===== src/rtl/booth_r8_pkg.sv =====
// rtl/booth_r8_pkg.sv - shared state encoding and sizing helpers for the radix-8 Booth MAC
package booth_r8_pkg;

  typedef enum logic [1:0] {
    IDLE = 2'd0,
    CALC = 2'd1,
    ACC  = 2'd2,
    HOLD = 2'd3
  } state_t;

  // Guard bits above the operand so that +/-4x never overflows the partial sum
  localparam int PS_GUARD = 3;

  // Radix-8 digits needed to cover WIDTH bits plus a sign position: ceil((w+1)/3)
  function automatic int niter(input int w);
    return (w + 3) / 3;
  endfunction

endpackage


===== src/rtl/booth_r8_recode.sv =====
// rtl/booth_r8_recode.sv - radix-8 Booth digit recoder: 4 overlapping bits to one-hot magnitude plus sign
module booth_r8_recode (
  input  logic [3:0] bits_i,
  output logic       sel_1x_o,
  output logic       sel_2x_o,
  output logic       sel_3x_o,
  output logic       sel_4x_o,
  output logic       inv_o
);

  always_comb begin
    sel_1x_o = 1'b0;
    sel_2x_o = 1'b0;
    sel_3x_o = 1'b0;
    sel_4x_o = 1'b0;
    unique case (bits_i)
      4'b0001, 4'b0010, 4'b1101, 4'b1110: sel_1x_o = 1'b1;
      4'b0011, 4'b0100, 4'b1011, 4'b1100: sel_2x_o = 1'b1;
      4'b0101, 4'b0110, 4'b1001, 4'b1010: sel_3x_o = 1'b1;
      4'b0111, 4'b1000:                   sel_4x_o = 1'b1;
      default: ;
    endcase
  end

  // Digit 0 for 1111 still negates cleanly: ~0 + 1 wraps to 0
  assign inv_o = bits_i[3];

endmodule


===== src/rtl/booth_r8_mac.sv =====
// rtl/booth_r8_mac.sv - iterative radix-8 Booth multiply-accumulate with valid/ready on both sides
module booth_r8_mac
  import booth_r8_pkg::*;
#(
  parameter int WIDTH     = 16,
  parameter int ACC_WIDTH = 2*WIDTH+8
) (
  input  logic                 clk,
  input  logic                 rst_n,
  input  logic                 in_valid,
  output logic                 in_ready,
  input  logic [WIDTH-1:0]     multiplicand,
  input  logic [WIDTH-1:0]     multiplier,
  input  logic [1:0]           sign_mode,
  input  logic                 acc_en,
  input  logic                 acc_clr,
  output logic                 out_valid,
  input  logic                 out_ready,
  output logic [2*WIDTH-1:0]   product,
  output logic [ACC_WIDTH-1:0] acc_out,
  output logic                 acc_ovf,
  output logic                 busy
);

  localparam int NIT = niter(WIDTH);
  localparam int MW  = 3*NIT;
  localparam int PSW = WIDTH + PS_GUARD;
  localparam int PW  = 2*WIDTH;
  localparam int CW  = $clog2(NIT+1);

  state_t                 state_q, state_d;
  logic [CW-1:0]          cnt_q, cnt_d;
  logic [PSW-1:0]         a_q, a_d, a3_q, a3_d, psum_q, psum_d;
  logic [MW:0]            mreg_q, mreg_d;
  logic [1:0]             mode_q, mode_d;
  logic                   en_q, en_d, clr_q, clr_d, ovf_q, ovf_d;
  logic [PW-1:0]          prod_q, prod_d;
  logic [ACC_WIDTH-1:0]   acc_q, acc_d;

  logic [PSW-1:0]         a_ext;
  logic [MW:0]            b_ext;
  logic                   s1, s2, s3, s4, inv;
  logic [PSW:0]           mag, sum;
  logic [PW-1:0]          prod_res;
  logic [ACC_WIDTH-1:0]   ext, acc_sum;
  logic                   add_ovf;

  assign a_ext = {{PS_GUARD{sign_mode[1] & multiplicand[WIDTH-1]}}, multiplicand};
  // Bit 0 is the implicit zero below the multiplier LSB
  assign b_ext = {{(MW-WIDTH){sign_mode[0] & multiplier[WIDTH-1]}}, multiplier, 1'b0};

  booth_r8_recode u_recode (
    .bits_i   (mreg_q[3:0]),
    .sel_1x_o (s1),
    .sel_2x_o (s2),
    .sel_3x_o (s3),
    .sel_4x_o (s4),
    .inv_o    (inv)
  );

  assign mag = ({(PSW+1){s1}} & {a_q[PSW-1], a_q})
             | ({(PSW+1){s2}} & {a_q, 1'b0})
             | ({(PSW+1){s3}} & {a3_q[PSW-1], a3_q})
             | ({(PSW+1){s4}} & {a_q[PSW-2:0], 2'b00});
  // One extra bit absorbs the transient sum; it shrinks back into PSW after the shift
  assign sum = {psum_q[PSW-1], psum_q} + (mag ^ {(PSW+1){inv}}) + {{PSW{1'b0}}, inv};

  assign prod_res = {psum_q[PW-MW-1:0], mreg_q[MW:1]};
  assign ext      = (mode_q != 2'b00) ? {{(ACC_WIDTH-PW){prod_res[PW-1]}}, prod_res}
                                      : {{(ACC_WIDTH-PW){1'b0}}, prod_res};
  assign acc_sum  = acc_q + ext;
  assign add_ovf  = (acc_q[ACC_WIDTH-1] == ext[ACC_WIDTH-1]) &&
                    (acc_sum[ACC_WIDTH-1] != acc_q[ACC_WIDTH-1]);

  always_comb begin
    state_d = state_q;
    cnt_d   = cnt_q;
    a_d     = a_q;
    a3_d    = a3_q;
    psum_d  = psum_q;
    mreg_d  = mreg_q;
    mode_d  = mode_q;
    en_d    = en_q;
    clr_d   = clr_q;
    prod_d  = prod_q;
    acc_d   = acc_q;
    ovf_d   = ovf_q;
    unique case (state_q)
      IDLE: if (in_valid) begin
        a_d     = a_ext;
        a3_d    = a_ext + {a_ext[PSW-2:0], 1'b0};
        psum_d  = '0;
        mreg_d  = b_ext;
        mode_d  = sign_mode;
        en_d    = acc_en;
        clr_d   = acc_clr;
        cnt_d   = CW'(NIT);
        state_d = CALC;
      end
      CALC: begin
        psum_d = {{2{sum[PSW]}}, sum[PSW:3]};
        mreg_d = {sum[2:0], mreg_q[MW:3]};
        cnt_d  = cnt_q - 1'b1;
        if (cnt_q == CW'(1)) state_d = ACC;
      end
      ACC: begin
        prod_d = prod_res;
        if (clr_q) begin
          acc_d = ext;
          ovf_d = 1'b0;
        end else if (en_q) begin
          acc_d = acc_sum;
          ovf_d = ovf_q | add_ovf;
        end
        state_d = HOLD;
      end
      HOLD: if (out_ready) state_d = IDLE;
      default: state_d = IDLE;
    endcase
  end

  always_ff @(posedge clk or negedge rst_n) begin
    if (!rst_n) begin
      state_q <= IDLE;
      cnt_q   <= '0;
      a_q     <= '0;
      a3_q    <= '0;
      psum_q  <= '0;
      mreg_q  <= '0;
      mode_q  <= '0;
      en_q    <= 1'b0;
      clr_q   <= 1'b0;
      prod_q  <= '0;
      acc_q   <= '0;
      ovf_q   <= 1'b0;
    end else begin
      state_q <= state_d;
      cnt_q   <= cnt_d;
      a_q     <= a_d;
      a3_q    <= a3_d;
      psum_q  <= psum_d;
      mreg_q  <= mreg_d;
      mode_q  <= mode_d;
      en_q    <= en_d;
      clr_q   <= clr_d;
      prod_q  <= prod_d;
      acc_q   <= acc_d;
      ovf_q   <= ovf_d;
    end
  end

  assign in_ready  = (state_q == IDLE);
  assign out_valid = (state_q == HOLD);
  assign busy      = (state_q != IDLE);
  assign product   = prod_q;
  assign acc_out   = acc_q;
  assign acc_ovf   = ovf_q;

endmodule


===== config.mk =====
export PLATFORM = sky130hd
export DESIGN_NAME = booth_r8_mac
export DESIGN_NICKNAME = d
export VERILOG_FILES = /design/src/rtl/booth_r8_pkg.sv /design/src/rtl/booth_r8_recode.sv /design/src/rtl/booth_r8_mac.sv
export SDC_FILE = /design/constraint.sdc
export NUM_CORES = 1
export LEC_CHECK = 0
export CAP_MARGIN = 10
export CORE_MARGIN = 8
export CORE_UTILIZATION = 35
export CTS_CLUSTER_DIAMETER = 40
export DETAILED_ROUTE_END_ITERATION = 16
export PLACE_DENSITY_LB_ADDON = 0.15
export SLEW_MARGIN = 10
export SYNTH_ARGS = -nofsm -noshare
export SYNTH_HDL_FRONTEND = slang
export SYNTH_SLANG_ARGS = --single-unit

===== constraint.sdc =====
create_clock -name clk -period 7.1 [get_ports clk]
set_input_delay 2.13 -clock clk [delete_from_list [all_inputs] [get_ports clk]]
set_output_delay 2.13 -clock clk [all_outputs]
set_load 0.1 [all_outputs]

## Word-level counts from Yosys, hierarchy flattened

Index checks and enable logic that the tools add are counted.

- $add $sub $neg: 5
- Multipliers: 0
- Div/mod/pow operators: 0
- $lt $le $gt $ge: 0
- Equality and inequality tests: 23
- Shifts and indexed selects: 0
- Multiplexer cells: 19
- Bitwise gates (word level): 11
- Reductions and logical operators: 14

Operators by type and width:

| operator | number |
|---|---|
| two-way mux 40 bit | 3 |
| bitwise AND 20 bit | 4 |
| case mux 19 bit (2 select lines) | 2 |
| OR 20 bit | 3 |
| adder 40 bit | 1 |
| two-way mux 19 bit | 2 |
| == test 4 bit (second input constant) | 7 |
| adder 20 x 1 -> 20 bit | 1 |
| adder 20 bit | 1 |
| XOR 20 bit | 1 |
| adder 17 x 18 -> 19 bit | 1 |
| == test 4 x 3 -> 1 bit (second input constant) | 4 |
| OR reduction 4 bit | 3 |
| == test 4 x 2 -> 1 bit (second input constant) | 2 |
| case mux 2 bit (4 select lines) | 1 |
| nonzero test 2 bit | 4 |
| two-way mux 1 bit | 6 |
| two-way mux 2 bit | 3 |
| case mux 3 bit (2 select lines) | 1 |
| AND reduction 2 bit | 3 |
| == test 2 bit (second input constant) | 2 |
| == test 4 x 1 -> 1 bit (second input constant) | 1 |
| inequality test 2 bit (second input constant) | 2 |
| == test 3 x 1 -> 1 bit (second input constant) | 1 |
| 12 further kinds | 13 |

- Bits in registers: 156
- Bits in latches: 0
- Memory bits (writable): 0
- Memory bits (read-only): 0
- Bits of input ports: 40
- Output and inout bits: 76
- Word-level logic and storage cells: 84
- Memories kept: 0

## Longest topological paths before layout

- Depth in word-level cells: 11
- Mapped depth: 19
- Gate-level depth less buffers: 17

## Hierarchy

Synthesis repeated with hierarchy kept, for this count alone.

- Cell total of the unflattened synthesis: 1117
- Area total of the unflattened synthesis: 10349.9 sq um

Modules (own cells, without submodules):

| module | times used | cells each | area an instance (sq um) | sequential area each (sq um) |
|---|---|---|---|---|
| booth_r8_mac | 1 | 1106 | 10277.4 | 3803.6 |
| booth_r8_recode | 1 | 11 | 72.6 | 0.0 |

## Least setup slack after synthesis

Ideal clock, no wire load.

- Kind: input port to flip-flop
- From: input port multiplicand[0]
- To: register a3_q[17]
- Library setup time: 137 ps
- Arrival time: 4054 ps
- Required time: 6963 ps
- Slack: 2909 ps
- Cell stages on the path: 12
- Buffers on the path: 0
- Cell sequence: ha_1 inv_1 fa_1 nor2b_1 o21ai_0 a21oi_1 o21ai_0 a21oi_1 o2111ai_1 a31oi_1 a2111oi_0 nor3_1

- Cells in the longest elaborated chain, start to end: 1

RTL lines:

| element | line | RTL |
|---|---|---|
| from (decl) | booth_r8_mac.sv:12 | `input logic [WIDTH-1:0] multiplicand,` |
| adder 17 x 18 -> 19 bit | booth_r8_mac.sv:91 | `a3_d = a_ext + {a_ext[PSW-2:0], 1'b0};` |
| to (signal assigned) | booth_r8_mac.sv:127 | `a3_q <= '0;` |
| to (signal assigned) | booth_r8_mac.sv:140 | `a3_q <= a3_d;` |
| to (decl) | booth_r8_mac.sv:33 | `logic [PSW-1:0] a_q, a_d, a3_q, a3_d, psum_q, psum_d;` |

No other way between the ends.
A chain may end at the register's enable or synchronous reset.

## Final worst setup path

- From: register state_q[0]
- To: output port busy

- Cells in the longest elaborated chain, start to end: 1

RTL lines:

| element | line | RTL |
|---|---|---|
| from (decl) | booth_r8_mac.sv:31 | `state_t state_q, state_d;` |
| from (signal assigned) | booth_r8_mac.sv:137 | `state_q <= state_d;` |
| nonzero test 2 bit | booth_r8_mac.sv:154 | `assign busy = (state_q != IDLE);` |
| to (decl) | booth_r8_mac.sv:22 | `output logic busy` |

No other way between the ends.

==> reports/results.ini <==
[global_routing]
track_usage = 0.154
antenna_found_initial = 1
grt_overflow = 0
grt_first_pass_wirelength_microns = 44800
grt_pass1_vias = 8350
grt_max_degree = 101

[place]
place_ws_ns = 2.10
post-dp-hpwl_microns = 20400
portBuffers = 115
place_congestion = 0.799

[sta]
finalSetupTns_ns = 0
tightest_slew_ns = 1.12
worst_slack_ns = 2.43
period_needed_ns = 4.67
drv_slew = 0
hold_viol = 0
skew_ns = 0.0106
period_share = 0.658
setup_viol = 0
relSlewSlack = 0.244
clock.fmax_ghz = 0.214
rsz0062_at_grt = false

[routing]
routedWlPerCell_microns = 17.0
first_pass_iters = 5
vias = 8416
dr.first_iter.drc_count = 474
ant_nets = 0
viasPerCell = 5.24
drt_wl_total_microns = 27200
drc = 0

[min_path]
hold-path-endpoint = a3_q[8]
min_from = a3_q[8]
hold_class = reg -> reg
whs_path_depth = 2

[logic_synthesis]
postSynthCellCount = 1114
synth_edf_count = 0
synth_top_area_share = 0.366
synth_area_sq_um = 10400
synth_commonest_cells = 152 x dfrtp_1, 120 x nand2_1, 120 x o21ai_0, 88 x a21oi_1, 79 x ha_1
yosysSeqAreaShare = 0.366
ys_warn_count = 0
synthFlopType = dfrtp_1
synthArstFlopShare = 1.00
yosysUniqueCellTypes = 86
yosys.area.top_type = dfrtp_1
synth_nets = 1236
postSynthAreaPerCell_sq_um = 9.32
yosysMostFrequentCell = dfrtp_1
ys_ff_latch = 152
yosys-top-cells-area = dfrtp_1 37%, ha_1 9.5%, o21ai_0 5.8%

[worst_setup_path]
cpMostUsedCell = inv_1
slowest_stage = clkdlybuf4s50_1
setup.worst_path.start = state_q[0]
start_kind = flip-flop
reg2reg_slack_ns = 2.67
arrival_ns = 2.54
r2r_start = mreg_q[2]
crit_path_max_fanout = 6
critical_path_required_ns = 4.97
end_kind = primary output
path_class = reg -> out
worstPathCellList = inv_1 -> ha_1 -> inv_1 -> clkdlybuf4s50_1
reg2reg_depth = 16
rr_endpoint = psum_q[15]
cpPeakStageDelay_ns = 1.17

[status]
status = finished, final reports clean

[clock_network]
htree_levels = 4
cts_resized = 0
cts_tree = built
cts_sinks = 152
cts_hold_buf = 0
cts_buffer_depth = 2
clkTransAtPathRegs_ns = 0.06
cts_buffers = 17
cts_setup_buffers = 0
root_buffer = clkbuf_16
clock_latency_ns = 0.43

[floorplan]
rows = 63
die_x_microns = 188
ios = 116
initial_core_util = 0.353
die-height_microns = 188
core-area_sq_um = 29400
dieArea_sq_um = 35400

[final_layout]
antenna_cells = 0
fillers = 2920
syn2layout_area_growth_pct = 20.1
regArea_sq_um = 3800
drive_gt1_frac = 0.109
layout.nets = 1324
multi_input_area_sq_um = 6230

[flow_run]
maxCapViolCount = 0

worst max path at each step:
| stage | to | slack, ns | cells past startpoint |
|---|---|---|---|
| after floorplan | a3_q[17] | 2.91 | 12 |
| after global placement | a3_q[16] | 2.08 | 11 |
| after detailed placement | a3_q[16] | 2.10 | 11 |
| after CTS | busy | 2.39 | 4 |
| after global routing | psum_q[15] | 2.11 | 16 |
| final | busy | 2.43 | 4 |
cells by family after synthesis:
logic type | after synthesis | share of synthesized area
AO/OA/AOI/OAI | 375 | 0.236
XOR/XNOR | 76 | 0.0649
adder cells (fa/ha/maj) | 82 | 0.101
buffers and inverters | 92 | 0.0365
flip-flops | 152 | 0.366
multiplexers | 76 | 0.0799
AND/OR/NAND/NOR | 261 | 0.115
per-layer routing:
metal | GRT usage | wire length [microns] | vias up
li1 | - | - | 4245
met3 | 0.0287 | 976 | 14
met5 | 0 | 0 | -
met2 | 0.247 | 12600 | 138
met4 | 0.0309 | 189 | 0
met1 | 0.214 | 13400 | 4019
metrics by stage:
step           hold slack, ns  instances  utilization  instance area, sq um
2_1_floorplan           0.449       1114            -                 10400
3_3_place_gp            0.464       1573        0.404                 11900
3_5_place_dp            0.473       1573        0.404                 11900
4_1_cts                 0.486       1605        0.424                 12500
5_1_grt                 0.505       1605        0.424                 12500
6_report                0.481       1605        0.424                 12500
registers in the layout, summed over array words and instances, names as in the netlist:
signal   flops
acc_out     40
acc_ovf      1
product     32
clr_q        1
en_q         1
psum_q      17
state_q      2
mode_q       2
a_q         17
a3_q        17
cnt_q        3
mreg_q      19
layout by cell type (no fill, tap or decap), drive strengths merged, types with 9 or more instances in the layout:
master         instances
buf                   12
nand4                  9
o21ai                130
dfrtp                152
a211oi                 9
xor2                  34
mux2i                 24
ha                    79
a31oi                 16
a22o                  17
nor3                  12
nand2                120
inv                   39
a221oi                15
clkdlybuf4s50        114
nor2                  47
clkbuf                20
o21a                  14
xnor2                 42
a21oi                 88
a21o                  35
and3                  11
nand3                 21
mux2                  52
nand2b                11
layout make-up:
class                   instances  share of cell area
clock buffers                  20              0.0374
clock inverters                12             0.00923
inverters                      35              0.0105
multi-input cells             870               0.499
flip-flops and latches        152               0.305
well taps                     390              0.0391
repair buffers                126              0.0990
worst max-delay path: cells and delay by family (launching register included):
family     cells  cell delay [ns]
buf+inv        3             1.45
fa+ha+maj      1             0.29
flops          1             0.37
Power is not shown: default switching activity piles up to over one toggle a cycle in this logic, so the estimate is an artifact.
